File: src/rtl/seq_shifter.sv
// seq_shifter: iterative SLL/SRL/SRA shifter, up to StepBits positions per cycle.
// Ports: clk, rst_n (sync, active-low), start/mode/in_data/shamt (request, sampled in IDLE),
//        busy (SHIFT or DONE), done (one-cycle result pulse), out_data (result register).
// Macro SEQ_SHIFTER_ROTATE_EN: mode 11 rotates left; otherwise mode 11 behaves as SLL.
module seq_shifter #(
  parameter int Width    = 32,
  parameter int ShamtW   = $clog2(Width),
  parameter int StepBits = 1
) (
  input  logic              clk,
  input  logic              rst_n,
  input  logic              start,
  input  logic [1:0]        mode,
  input  logic [Width-1:0]  in_data,
  input  logic [ShamtW-1:0] shamt,
  output logic              busy,
  output logic              done,
  output logic [Width-1:0]  out_data
);
  typedef enum logic [1:0] {IDLE, SHIFT, DONE} state_e;
  state_e state_q, state_d;
  logic [Width-1:0] data_q, data_d, out_q, out_d, shifted;
  logic [ShamtW-1:0] rem_q, rem_d, step;
  logic [1:0] mode_q, mode_d;
  // The StepBits branch is only taken when rem_q exceeds it, so the cast never truncates.
  assign step = (32'(rem_q) > StepBits) ? ShamtW'(StepBits) : rem_q;
  always_comb begin
    shifted = data_q << step;
    if (mode_q == 2'b01) shifted = data_q >> step;
    if (mode_q == 2'b10) shifted = $signed(data_q) >>> step;
`ifdef SEQ_SHIFTER_ROTATE_EN
    // step is never zero while shifting, so Width - step stays below Width.
    if (mode_q == 2'b11) shifted = (data_q << step) | (data_q >> (Width - 32'(step)));
`endif
  end
  always_comb begin
    state_d = state_q;
    data_d  = data_q;
    rem_d   = rem_q;
    mode_d  = mode_q;
    out_d   = out_q;
    case (state_q)
      IDLE: if (start) begin
        data_d  = in_data;
        mode_d  = mode;
        rem_d   = shamt;
        state_d = SHIFT;
      end
      SHIFT: if (rem_q != '0) begin
        data_d = shifted;
        rem_d  = rem_q - step;
      end else begin
        out_d   = data_q;
        state_d = DONE;
      end
      default: state_d = IDLE;
    endcase
  end
  always_ff @(posedge clk) begin
    if (!rst_n) begin
      state_q <= IDLE;
      data_q  <= '0;
      rem_q   <= '0;
      mode_q  <= '0;
      out_q   <= '0;
    end else begin
      state_q <= state_d;
      data_q  <= data_d;
      rem_q   <= rem_d;
      mode_q  <= mode_d;
      out_q   <= out_d;
    end
  end
  assign busy     = state_q != IDLE;
  assign done     = state_q == DONE;
  assign out_data = out_q;
endmodule

File: config.mk
export PLATFORM = sky130hd
export DESIGN_NAME = seq_shifter
export DESIGN_NICKNAME = d
export VERILOG_FILES = /design/src/rtl/seq_shifter.sv
export SDC_FILE = /design/constraint.sdc
export NUM_CORES = 1
export LEC_CHECK = 0
export BUFFER_PORTS_ARGS = -buffer_cell sky130_fd_sc_hd__buf_2
export CAP_MARGIN = 10
export CORE_MARGIN = 2
export CORE_UTILIZATION = 48
export DETAILED_ROUTE_END_ITERATION = 6
export PLACE_DENSITY = 0.73
export SYNTH_ARGS = -nofsm -noshare
export SYNTH_HDL_FRONTEND = slang
export SYNTH_SLANG_ARGS = --single-unit
File: constraint.sdc
create_clock -name clk -period 1.65 [get_ports clk]
set_input_delay 0.0825 -clock clk [delete_from_list [all_inputs] [get_ports clk]]
set_output_delay 0.0825 -clock clk [all_outputs]
set_load 0.02 [all_outputs]
Word-level counts from Yosys, hierarchy flattened
Cells that the tools add are included.
{"block": "word_totals", "mem_bits_ro": 0, "reg_bits": 73, "wordCells": 38, "in_bits": 42, "mem_count": 0, "ramBits": 0, "latchBits": 0, "output_inout_bits": 34}
{"block": "classes", "mux": 12, "div": 0, "shifts": 3, "multipliers": 0, "n_bitwise": 1, "addsub": 1, "n_reduce_logical": 8, "n_eq_ne": 7, "n_lt_le_gt_ge": 1}
{"operator": "$mux W32", "count": 4}
{"operator": "$pmux W32 S2", "count": 1}
{"operator": "$shl A32 B5 Y32", "count": 1}
{"operator": "$shr A32 B5 Y32", "count": 1}
{"operator": "$sshr A32 B5 Y32", "count": 1}
{"operator": "$mux W5", "count": 3}
{"operator": "$pmux W5 S2", "count": 1}
{"operator": "$ne A2 B2 Y1 const B", "count": 3}
{"operator": "$reduce_and A2 Y1", "count": 3}
{"operator": "$gt A5 B1 Y1 const B", "count": 1}
{"operator": "$reduce_bool A5 Y1", "count": 1}
{"operator": "$sub A5 B5 Y5", "count": 1}
{"operator": "$eq A2 B1 Y1 const B", "count": 2}
{"operator": "$eq A2 B2 Y1 const B", "count": 2}
{"operator": "$mux W2", "count": 2}
{"operator": "$pmux W2 S2", "count": 1}
{"operator": "$reduce_bool A2 Y1", "count": 2}
{"operator": "$reduce_and A3 Y1", "count": 1}
{"operator": "$logic_not A2 Y1", "count": 1}
{"operator": "$not A1 Y1", "count": 1}

Longest topological paths before layout
Gate-level depths: netlist of the first run.
{"block": "depth", "ltp_word": 7, "depth_mapped": 8, "ltp_nobuf": 7}

Least setup slack after synthesis of the first run
Ideal clock, no wire load.
{"block": "synth_path", "kind": "reg2reg", "start": "reg rem_q[1]", "end": "reg rem_q[4]", "synth_period_minus_slack_ns": 1.831, "setup_time_ns": 0.070, "stages_incl_launch_ff": 8, "required_ns": 1.580, "arrival_ns": 1.761, "setup_slack_ns": -0.181, "path_buffers": 0, "path_cell_list": "dfxtp_1 > or4_4 > nand2_1 > ha_1 > nor2_1 > nor4b_1 > or3_1 > a21oi_1"}
{"block": "synth_between", "elab_chain_len": 5, "word_cells_on_any_way": 8, "cone_classes": "add/sub (1); order compare (1); eq/ne (1); mux (3); reduce/logical (2)"}
{"item": "start: declaration", "line": "23", "source": "logic [ShamtW-1:0] rem_q, rem_d, step;"}
{"item": "start signal: assignment", "line": "69", "source": "rem_q <= rem_d;"}
{"item": "$gt A5 B1 Y1", "line": "26", "source": "assign step = (32'(rem_q) > StepBits) ? ShamtW'(StepBits) : rem_q;"}
{"item": "$mux W5", "line": "26"}
{"item": "$sub A5 B5 Y5", "line": "51", "source": "rem_d = rem_q - step;"}
{"item": "$mux W5", "line": "49", "source": "SHIFT: if (rem_q != '0) begin"}
{"item": "$pmux W5 S2", "line": "42", "source": "case (state_q)"}
Several ways; a longest one is shown, not always the timed one. The select of a mux whose other input is x is not followed.
A chain may end at the register's enable or synchronous reset.

Worst setup path in the final report of the first run
{"block": "layout_path", "start": "reg rem_q[1]", "end": "reg data_q[27]"}
{"block": "layout_between", "elab_chain_len": 7, "word_cells_on_any_way": 12, "cone_classes": "order compare (1); eq/ne (1); shift (3); mux (5); reduce/logical (2)"}
{"item": "$gt A5 B1 Y1", "line": "26"}
{"item": "$mux W5", "line": "26"}
{"item": "$shl A32 B5 Y32 / $shr A32 B5 Y32 (equally long branches)", "line": "28, 29"}
{"item": "$mux W32", "line": "29", "source": "if (mode_q == 2'b01) shifted = data_q >> step;"}
{"item": "$mux W32", "line": "30", "source": "if (mode_q == 2'b10) shifted = $signed(data_q) >>> step;"}
{"item": "$mux W32", "line": "49"}
{"item": "$pmux W32 S2", "line": "42"}
{"item": "end signal: assignment", "line": "68", "source": "data_q <= data_d;"}
{"item": "end: declaration", "line": "22", "source": "logic [Width-1:0] data_q, data_d, out_q, out_d, shifted;"}
Several ways; a longest one is shown, not always the timed one. The select of a mux whose other input is x is not followed.

==> out/results.txt, run 1 <==
vias in the first global route -> 3098
final hold slack -> 0.0113 ns
post-synthesis sequential area ratio -> 0.452
Final Max Tran Viols -> 0
GP Congestion -> 0.849
Antenna Nets Post-Route -> 0
crit path time final -> 1.89 ns
row count -> 29
Hold Vio Cnt, Final -> 0
antenna violations before repair -> 0
Worst Hold Class -> in -> reg
Starting Density -> 0.503
worst setup path class -> reg -> reg
port bufs -> 75
LEAKAGE -> 1.88 nW
Synth Instances -> 402
Slew Limit Headroom -> 0.584
RSZ-0062 raised after global routing -> yes
first-pass GRT wire length -> 14.6 mm
CTS buffer count -> 9
Reg clk slew, reported paths -> 0.08 ns
met3 wire length -> 722 µm
FILL cells -> 483
Final setup viols -> 65
part of the cycle the worst path needs -> 1.15
final worst slack -> -0.243 ns
Worst Reg-to-Reg Cells -> 6
Synth warnings -> 0
Crit path arrival time -> 2.14 ns
M1 WL -> 4.33 mm
CTS root buf -> clkbuf_8
Post-Route Skew -> 0.00921 ns
DRC viols -> 0
largest net degree at the start of global routing -> 26
placed cell count -> 559
Post-Layout Cell Count -> 618
Yosys top cell by area -> dfxtp_1
TNS Setup -> -9.67 ns
Pwr Density -> 1100 nW/µm²
met2 routed WL -> 4.91 mm
Mapped Area -> 3230 µm²
Worst setup SP type -> flop
CP Launch Point -> rem_q[1]
WL/cell -> 16.5 µm
Die X-Extent -> 86.1 µm
Die Height -> 86.1 µm
Nets -> 581
routed vias/inst -> 5.67
status -> finished with violations
core area -> 6420 µm²
top cell type's share of synthesized area -> 0.452
Area Growth Syn to Fin -> 43.1%
r2r endpoint -> data_q[27]
DRT iter0 DRCs -> 330
Antenna Cells -> 0
Net Count, Synth -> 447
Worst Path Max Fanout -> 9
layout cells sized above 1 -> 0.360
Worst-Margin Slew -> 0.624 ns
Mapped Avg Cell Area -> 8.04 µm²
Clock Tree Buf Depth -> 2
Vias -> 3502
worst hold stages -> 3
worst IR drop on VDD -> 531 µV
clock latency at the later pin of the worst-skew pair -> 0.35 ns
Total GRT Usage -> 0.252
gr ovfl total -> 0
top post-synthesis cells by area -> dfxtp_1 45%, nand2_1 14%, a21oi_1 11%, a221o_1 6.2%, mux2_2 2.4%
hpwl dp -> 6.04 mm
TritonCTS clock tree -> built
Yosys cell types -> 36
required time of the critical path -> 1.89 ns
failing checks -> negative setup slack
I/O Pins -> 76
Clock Sinks -> 73
H-Tree Depth -> 3
WL final -> 10.2 mm
Achievable Freq -> 528 MHz
top sig layer -> met4
number of synthesized register bits -> 73
Setup crit end kind -> flop
max_cap viols -> 0
drt pass-1 iters -> 5
die area -> 7410 µm²
Worst Setup EP -> data_q[27]
R2R setup slack -> -0.24 ns
worst r2r src -> rem_q[1]
## layout by cell type, fill, tap and decap left out, types with 4 or more instances in the layout
cell type / instances
nand2_1: 122
buf_2: 75
dfxtp_1: 68
a21oi_1: 47
buf_4: 37
dlygate4sd3_1: 25
a21oi_2: 21
a221o_1: 20
clkbuf_8: 11
buf_6: 9
nor2_1: 7
o21ai_0: 7
inv_1: 6
mux2_2: 6
a22oi_1: 5
dfxtp_2: 5
nand3_1: 4
o21ai_2: 4
a32oi_1: 4
buf_8: 4
## where the power goes
part	total (mW)	leakage [nW]	switching, mW	internal (mW)
logic	1.65	1.19	0.875	0.773
registers	2.12	0.598	0.175	1.95
clock network	1.31	0.0928	0.685	0.629
## kinds of logic (layout without fill, tap and decap cells)
group,Yosys count,after routing,share of synthesized area
buffers and inverters,37,176,0.0561
AO/OA/AOI/OAI,124,124,0.244
flip-flops,73,73,0.452
AND/OR/NAND/NOR,158,158,0.211
multiplexers,7,7,0.0244
adder cells (fa/ha/maj),3,3,0.0116
## sequential cells by signal, summed over array words and instances, names as in the netlist, named ones only
| register | cells |
|---|---|
| data_q | 31 |
| rem_q | 5 |
| mode_q | 2 |
| state_q | 2 |
| out_data | 32 |
## cell type report
class | count | area (µm²) | share of cell area
multi-input cells | 292 | 1740 | 0.376
clock inverters | 4 | 26.3 | 0.00568
repair buffers | 152 | 1110 | 0.240
well taps | 77 | 96.3 | 0.0208
clock buffers | 12 | 155 | 0.0336
flip-flops and latches | 73 | 1470 | 0.317
inverters | 8 | 30.0 | 0.00650
## critical path, stage by stage, from the launching register on
cell and delay [ns]:
dfxtp_2 0.33, or4_4 0.57, buf_4 0.17, o211ai_4 0.22, buf_6 0.19, a21oi_1 0.06, a221o_1 0.26
## synthesized netlist by cell type
master	instances
or2_2	2
nor2b_1	3
nand2b_1	3
or3b_1	1
nand3_1	4
o211ai_1	1
and2_1	1
a32oi_1	4
mux2_2	7
a211o_1	1
o211ai_2	1
a311oi_1	4
o2bb2ai_1	1
nand3b_1	1
o21ai_0	14
nor2_1	10
a22oi_1	6
a211oi_1	1
nor4b_1	1
inv_1	6
buf_6	5
clkbuf_1	20
a31oi_1	3
nor3_4	1
a21oi_1	68
buf_2	4
nand4_1	2
or4_4	1
clkinv_1	2
dfxtp_1	73
nor3_1	3
ha_1	3
nand2_1	123
a221o_1	20
nor4_4	1
or3_1	1
## through the flow
step / total power, mW / util / cell area (µm²) / worst slack, ns
floorplan: 2.93 / - / 3260 / -0.157
global placement: 3.31 / 0.593 / 3810 / -0.111
detailed placement: 3.35 / 0.593 / 3810 / -0.151
CTS: 4.71 / 0.664 / 4270 / -0.168
global route: 5.32 / 0.720 / 4620 / -0.297
finish: 5.08 / 0.720 / 4620 / -0.243
## timing repair
action / in CTS / in global routing
gates cloned: 0 / 6
pin swaps: 1 / 2
endpoints found under the setup margin: 62 / 69
hold buffers: 24 / 1
buffers inserted: 1 / 11
hold endpoints to repair: 24 / 1
resized for setup: 7 / 67
## metal layers
layer / global-route usage / vias up
met5: 0 / -
met4: 0.101 / 0
li1: - / 1685
met3: 0.0780 / 25
met2: 0.387 / 152
met1: 0.331 / 1640
## worst min-delay path by stage
stage                start         end  slack [ns]
3_3_place_gp   in_data[27]  data_q[27]        0.31
4_1_cts           shamt[0]    rem_q[0]       0.003
3_5_place_dp    in_data[4]   data_q[4]        0.31
6_report          shamt[0]    rem_q[0]        0.01
2_1_floorplan      mode[0]   mode_q[0]        0.22
5_1_grt         in_data[0]   data_q[0]        0.02
(Power assumes the default switching activity.)
==> run 2, diff against run 1 <==
--- a/config.mk
+++ b/config.mk
@@ -11,6 +11,8 @@
 export CORE_UTILIZATION = 48
 export DETAILED_ROUTE_END_ITERATION = 6
 export PLACE_DENSITY = 0.73
+export SETUP_SLACK_MARGIN = 0.1
 export SYNTH_ARGS = -nofsm -noshare
 export SYNTH_HDL_FRONTEND = slang
 export SYNTH_SLANG_ARGS = --single-unit
+export TNS_END_PERCENT = 5
==> constraint.sdc (replaced) <==
create_clock -name clk -period 1.65 [get_ports clk]
set_input_delay 0.0825 -clock clk [delete_from_list [all_inputs] [get_ports clk]]
set_output_delay 0.0825 -clock clk [all_outputs]
set_load 0.05 [all_outputs]
==> run 2 against run 1 <==
The run still ends with negative setup slack left. Clock-buffer cell count decreased by 2. Clock power increased by 18%. Maximum frequency increased by 5.1%. Design area decreased by 2.6%. Die area unchanged. Register-to-register slack improved by 0.09 ns. First-iteration DRC count decreased by 38%. Hold slack improved by 0.0086 ns. Flip-flop and latch count unchanged.
==> out/results.txt, run 2 (synthesis gave the netlist of run 1 again) <==
status -> finished with violations (unchanged)
failing checks -> negative setup slack (unchanged)
worst hold stages -> 3 (unchanged)
Vias -> 3363 (was 3502)
Post-Layout Cell Count -> 602 (was 618)
port bufs -> 75 (unchanged)
CTS buffer count -> 9 (unchanged)
Setup crit end kind -> flop (unchanged)
max_cap viols -> 0 (unchanged)
crit path time final -> 1.80 ns (was 1.89 ns)
GP Congestion -> 0.890 (was 0.849)
DRC viols -> 0 (unchanged)
Clock Sinks -> 73 (unchanged)
Crit path arrival time -> 2.08 ns (was 2.14 ns)
hpwl dp -> 5.88 mm (was 6.04 mm)
Starting Density -> 0.503 (unchanged)
TritonCTS clock tree -> built (unchanged)
H-Tree Depth -> 3 (unchanged)
core area -> 6420 µm² (unchanged)
Antenna Cells -> 0 (unchanged)
max reg flops -> 32 (unchanged)
vias in the first global route -> 3112 (was 3098)
first-pass GRT wire length -> 14.8 mm (was 14.6 mm)
part of the cycle the worst path needs -> 1.09 (was 1.15)
Final Max Tran Viols -> 0 (unchanged)
clock latency at the later pin of the worst-skew pair -> 0.35 ns (about the same)
Pwr Density -> 1150 nW/µm² (was 1100 nW/µm²)
WL/cell -> 15.6 µm (was 16.5 µm)
Slew Limit Headroom -> 0.453 (was 0.584)
Worst-Margin Slew -> 0.820 ns (was 0.624 ns)
Worst Hold Class -> in -> reg (unchanged)
gr ovfl total -> 0 (unchanged)
routed vias/inst -> 5.59 (was 5.67)
Hold Vio Cnt, Final -> 0 (unchanged)
power consumption -> 5.19 mW (was 5.08 mW)
LEAKAGE -> 1.83 nW (was 1.88 nW)
commonest non-fill, non-tap cell in the layout -> nand2_1 (unchanged)
Nets -> 565 (was 581)
Reg clk slew, reported paths -> 0.08 ns (about the same)
Clock Tree Buf Depth -> 2 (unchanged)
row count -> 29 (unchanged)
largest net degree at the start of global routing -> 33 (was 26)
Antenna Nets Post-Route -> 0 (unchanged)
Worst Reg-to-Reg Cells -> 7 (was 6)
Worst setup SP type -> flop (unchanged)
Total GRT Usage -> 0.251 (was 0.252)
Placement Setup Slack -> -0.143 ns (was -0.151 ns)
CTS root buf -> clkbuf_8 (unchanged)
worst setup path class -> reg -> reg (unchanged)
Worst Path Max Fanout -> 8 (was 9)
required time of the critical path -> 1.92 ns (was 1.89 ns)
die area -> 7410 µm² (unchanged)
Die X-Extent -> 86.1 µm (unchanged)
Die Height -> 86.1 µm (unchanged)
R2R setup slack -> -0.15 ns (was -0.24 ns)
DRT iter0 DRCs -> 206 (was 330)
drt pass-1 iters -> 4 (was 5)
Post-Route Skew -> 0.0140 ns (was 0.00921 ns)
placed cell count -> 557 (was 559)
I/O Pins -> 76 (unchanged)
worst IR drop on VDD -> 604 µV (was 531 µV)
layout cells sized above 1 -> 0.301 (was 0.360)
most frequent cells in the layout -> 120 x nand2_1, 75 x buf_2, 70 x dfxtp_1 (was 122 x nand2_1, 75 x buf_2, 68 x dfxtp_1)
antenna violations before repair -> 0 (unchanged)
Area Growth Syn to Fin -> 39.4% (was 43.1%)
Final setup viols -> 56 (was 65)
Achievable Freq -> 555 MHz (was 528 MHz)
RSZ-0062 raised after global routing -> yes (unchanged)
final worst slack -> -0.152 ns (was -0.243 ns)
WL final -> 9.38 mm (was 10.2 mm)
## run 2: cell types whose count changed in the layout (fill, tap and decap cells not counted), sizes merged
cell / previous run / this run
buf: 126 / 109
bufinv: 0 / 2
clkbuf: 13 / 12
## run 2: layout make-up
| class | count | area, µm² |
|---|---|---|
| Tap cell | 77 | 96.3 |
| Inverter | 8 | 30.0 |
| Clock inverter | 6 | 90.1 |
| Clock buffer | 10 | 128 |
| Timing Repair Buffer | 136 | 1030 |
| Sequential cell | 73 | 1470 |
| Multi-Input combinational cell | 292 | 1660 |
| Fill cell | 530 | 1920 |
## run 2: metrics by stage
stage | setup TNS [ns] | hold WS (ns) | utilization | cell area [µm²]
final | -5.38 | 0.0199 | 0.701 | 4500
after global routing | -8.88 | 0.0357 | 0.701 | 4500
after CTS | -3.13 | 0.0136 | 0.682 | 4380
after detailed placement | -2.11 | 0.308 | 0.602 | 3870
after global placement | -0.547 | 0.309 | 0.602 | 3870
after floorplan | -0.942 | 0.218 | - | 3250
## run 2: path summary, 6_finish.rpt
check	start	endpoint
setup / recovery	rem_q[1]	out_data[0]
hold / removal	shamt[1]	rem_q[1]
setup reg to reg	rem_q[1]	out_data[0]
hold reg to reg	out_data[5]	out_data[5]
## run 2: repair_timing
item / 4_1_cts / 5_1_grt
pin swaps: 5 / 6
setup endpoints to repair: 66 / 67
hold buffers: 25 / 0
buffers inserted: 0 / 1
resized for setup: 13 / 12
hold endpoints to repair: 25 / 0
gates cloned: 0 / 3
## run 2: metal layers
layer,GRT usage,part of all wire,up-vias
met4,0.0924,0.021,0
li1,-,-,1643
met2,0.409,0.47,135
met5,0,0,-
met3,0.0500,0.071,19
met1,0.329,0.44,1566
## run 2: where the power goes
group | leakage (nW) | switching [mW] | total [mW] | internal [mW]
Sequential | 0.597 | 0.174 | 2.12 | 1.95
Clock | 0.107 | 0.685 | 1.54 | 0.857
Combinational | 1.12 | 0.851 | 1.53 | 0.678
## run 2: worst max-delay path: stages (launching register included)
cell and delay (ns):
dfxtp_2 0.33, or4_4 0.56, buf_6 0.15, nor3_4 0.21, buf_12 0.15, buf_12 0.13
nand2_1 0.07, a21oi_1 0.14
==> run 3, diff against run 2 <==
--- a/config.mk
+++ b/config.mk
@@ -7,7 +7,7 @@
 export LEC_CHECK = 0
 export BUFFER_PORTS_ARGS = -buffer_cell sky130_fd_sc_hd__buf_2
 export CAP_MARGIN = 10
-export CORE_MARGIN = 2
+export CORE_MARGIN = 3
 export CORE_UTILIZATION = 48
 export DETAILED_ROUTE_END_ITERATION = 6
 export PLACE_DENSITY = 0.73
==> run 3 against run 2 <==
Clock skew decreased by 0.0073 ns. Worst setup slack improved by 0.00090 ns. Sequential power about the same. Clock-buffer cell count unchanged. Highest routed layer unchanged. The flow still finishes with violations (negative setup slack). Global-route usage decreased by 1.3 points. Via count decreased by 1.5%. Die area increased by 4.7%.
==> out/results.txt, run 3 (synthesis gave the netlist of run 1 again) <==
status -> finished with violations (unchanged)
failing checks -> negative setup slack (unchanged)
most frequent cells in the layout -> 121 x nand2_1, 75 x buf_2, 71 x dfxtp_1 (was 120 x nand2_1, 75 x buf_2, 70 x dfxtp_1)
required time of the critical path -> 1.93 ns (was 1.92 ns)
Die X-Extent -> 88.1 µm (was 86.1 µm)
antenna violations before repair -> 0 (unchanged)
DRT iter0 DRCs -> 282 (was 206)
part of the cycle the worst path needs -> 1.09 (about the same)
Achievable Freq -> 555 MHz (about the same)
worst IR drop on VDD -> 623 µV (was 604 µV)
crit path time final -> 1.80 ns (about the same)
Worst-Margin Slew -> 0.876 ns (was 0.820 ns)
TNS Setup -> -3.66 ns (was -5.38 ns)
CTS buffer count -> 9 (unchanged)
Worst setup SP type -> flop (unchanged)
largest net degree at the start of global routing -> 28 (was 33)
Final setup viols -> 60 (was 56)
LEAKAGE -> 1.79 nW (was 1.83 nW)
Hold Vio Cnt, Final -> 0 (unchanged)
Pwr Density -> 1160 nW/µm² (was 1150 nW/µm²)
GP Congestion -> 0.896 (was 0.890)
Clock Sinks -> 73 (unchanged)
Worst Hold Class -> in -> reg (unchanged)
row count -> 29 (unchanged)
routed vias/inst -> 5.50 (was 5.59)
vias in the first global route -> 3091 (was 3112)
drt pass-1 iters -> 4 (unchanged)
die area -> 7750 µm² (was 7410 µm²)
Setup crit end kind -> flop (unchanged)
FILL cells -> 538 (was 530)
Post-Layout Cell Count -> 602 (unchanged)
I/O Pins -> 76 (unchanged)
WL final -> 9.01 mm (was 9.38 mm)
Reg clk slew, reported paths -> 0.08 ns (about the same)
TritonCTS clock tree -> built (unchanged)
Final Max Tran Viols -> 0 (unchanged)
port bufs -> 75 (unchanged)
core area -> 6420 µm² (unchanged)
Slew Limit Headroom -> 0.416 (was 0.453)
RSZ-0062 raised after global routing -> yes (unchanged)
Util after Layout -> 0.688 (was 0.701)
Vias -> 3312 (was 3363)
final hold slack -> 0.0344 ns (was 0.0199 ns)
DRC viols -> 0 (unchanged)
worst hold stages -> 3 (unchanged)
H-Tree Depth -> 3 (unchanged)
Die Height -> 88.1 µm (was 86.1 µm)
CTS root buf -> clkbuf_8 (unchanged)
Crit path arrival time -> 2.09 ns (was 2.08 ns)
power consumption -> 5.10 mW (was 5.19 mW)
Starting Density -> 0.503 (unchanged)
clock latency at the later pin of the worst-skew pair -> 0.34 ns (was 0.35 ns)
Antenna Nets Post-Route -> 0 (unchanged)
placed cell count -> 560 (was 557)
Post-Route Skew -> 0.00675 ns (was 0.0140 ns)
WL/cell -> 15.0 µm (was 15.6 µm)
layout cells sized above 1 -> 0.293 (was 0.301)
final worst slack -> -0.151 ns (was -0.152 ns)
Total GRT Usage -> 0.238 (was 0.251)
Nets -> 565 (unchanged)
max reg flops -> 32 (unchanged)
hpwl dp -> 5.86 mm (was 5.88 mm)
max_cap viols -> 0 (unchanged)
gr ovfl total -> 0 (unchanged)
Area Growth Syn to Fin -> 36.6% (was 39.4%)
first-pass GRT wire length -> 14.4 mm (was 14.8 mm)
R2R setup slack -> -0.15 ns (about the same)
Worst Path Max Fanout -> 3 (was 8)
Worst Reg-to-Reg Cells -> 7 (unchanged)
worst setup path class -> reg -> reg (unchanged)
Clock Tree Buf Depth -> 2 (unchanged)
commonest non-fill, non-tap cell in the layout -> nand2_1 (unchanged)
Antenna Cells -> 0 (unchanged)
[run 3: final timing paths]
| kind | startpoint | end |
|---|---|---|
| worst min-delay path | in_data[29] | flop |
| worst min register to register | out_data[3] | out_data[3] |
| worst max-delay path | rem_q[1] | rem_q[4] |
| worst max register to register | rem_q[1] | rem_q[4] |
[run 3: per-layer routing]
metal	vias to the layer above	GRT usage	share of wire	routed length [µm]
met4	0	0.114	0.019	173
met3	19	0.0423	0.050	454
li1	1644	-	-	-
met1	1532	0.311	0.45	4080
met2	117	0.381	0.48	4300
met5	-	0	0	0
[run 3: final cells by class]
type	count	area [µm²]	share of cell area
inverter	8	30.0	0.00680
timing repair buffer	136	958	0.217
clock inverter	6	90.1	0.0204
tap	77	96.3	0.0218
sequential	73	1460	0.332
clock buffer	10	128	0.0289
multi-input combinational	292	1650	0.373
[run 3: report_power, final]
part / switching, mW / total (mW) / internal, mW
sequential: 0.173 / 2.12 / 1.94
clock: 0.694 / 1.55 / 0.857
combinational: 0.815 / 1.44 / 0.620
[run 3: what timing repair did]
action | CTS | global route
hold endpoints to repair | 26 | 0
endpoints found under the setup margin | 66 | 68
hold buffers | 26 | 0
pin swaps | 1 | 0
gates resized for setup | 5 | 18
setup buffers | 0 | 0
[run 3: worst max-delay path: stages (launching register included)]
cell	delay, ns
dfxtp_2	0.33
or4_4	0.56
nand2_2	0.10
ha_4	0.13
nor2_1	0.04
nor4b_1	0.15
or3_1	0.32
a21oi_2	0.12
[run 3: metrics by stage]
stage | setup slack, ns | area (µm²)
finish | -0.151 | 4420
global route | -0.219 | 4420
floorplan | -0.157 | 3250
global placement | -0.0850 | 3850
CTS | -0.157 | 4350
detailed placement | -0.142 | 3850
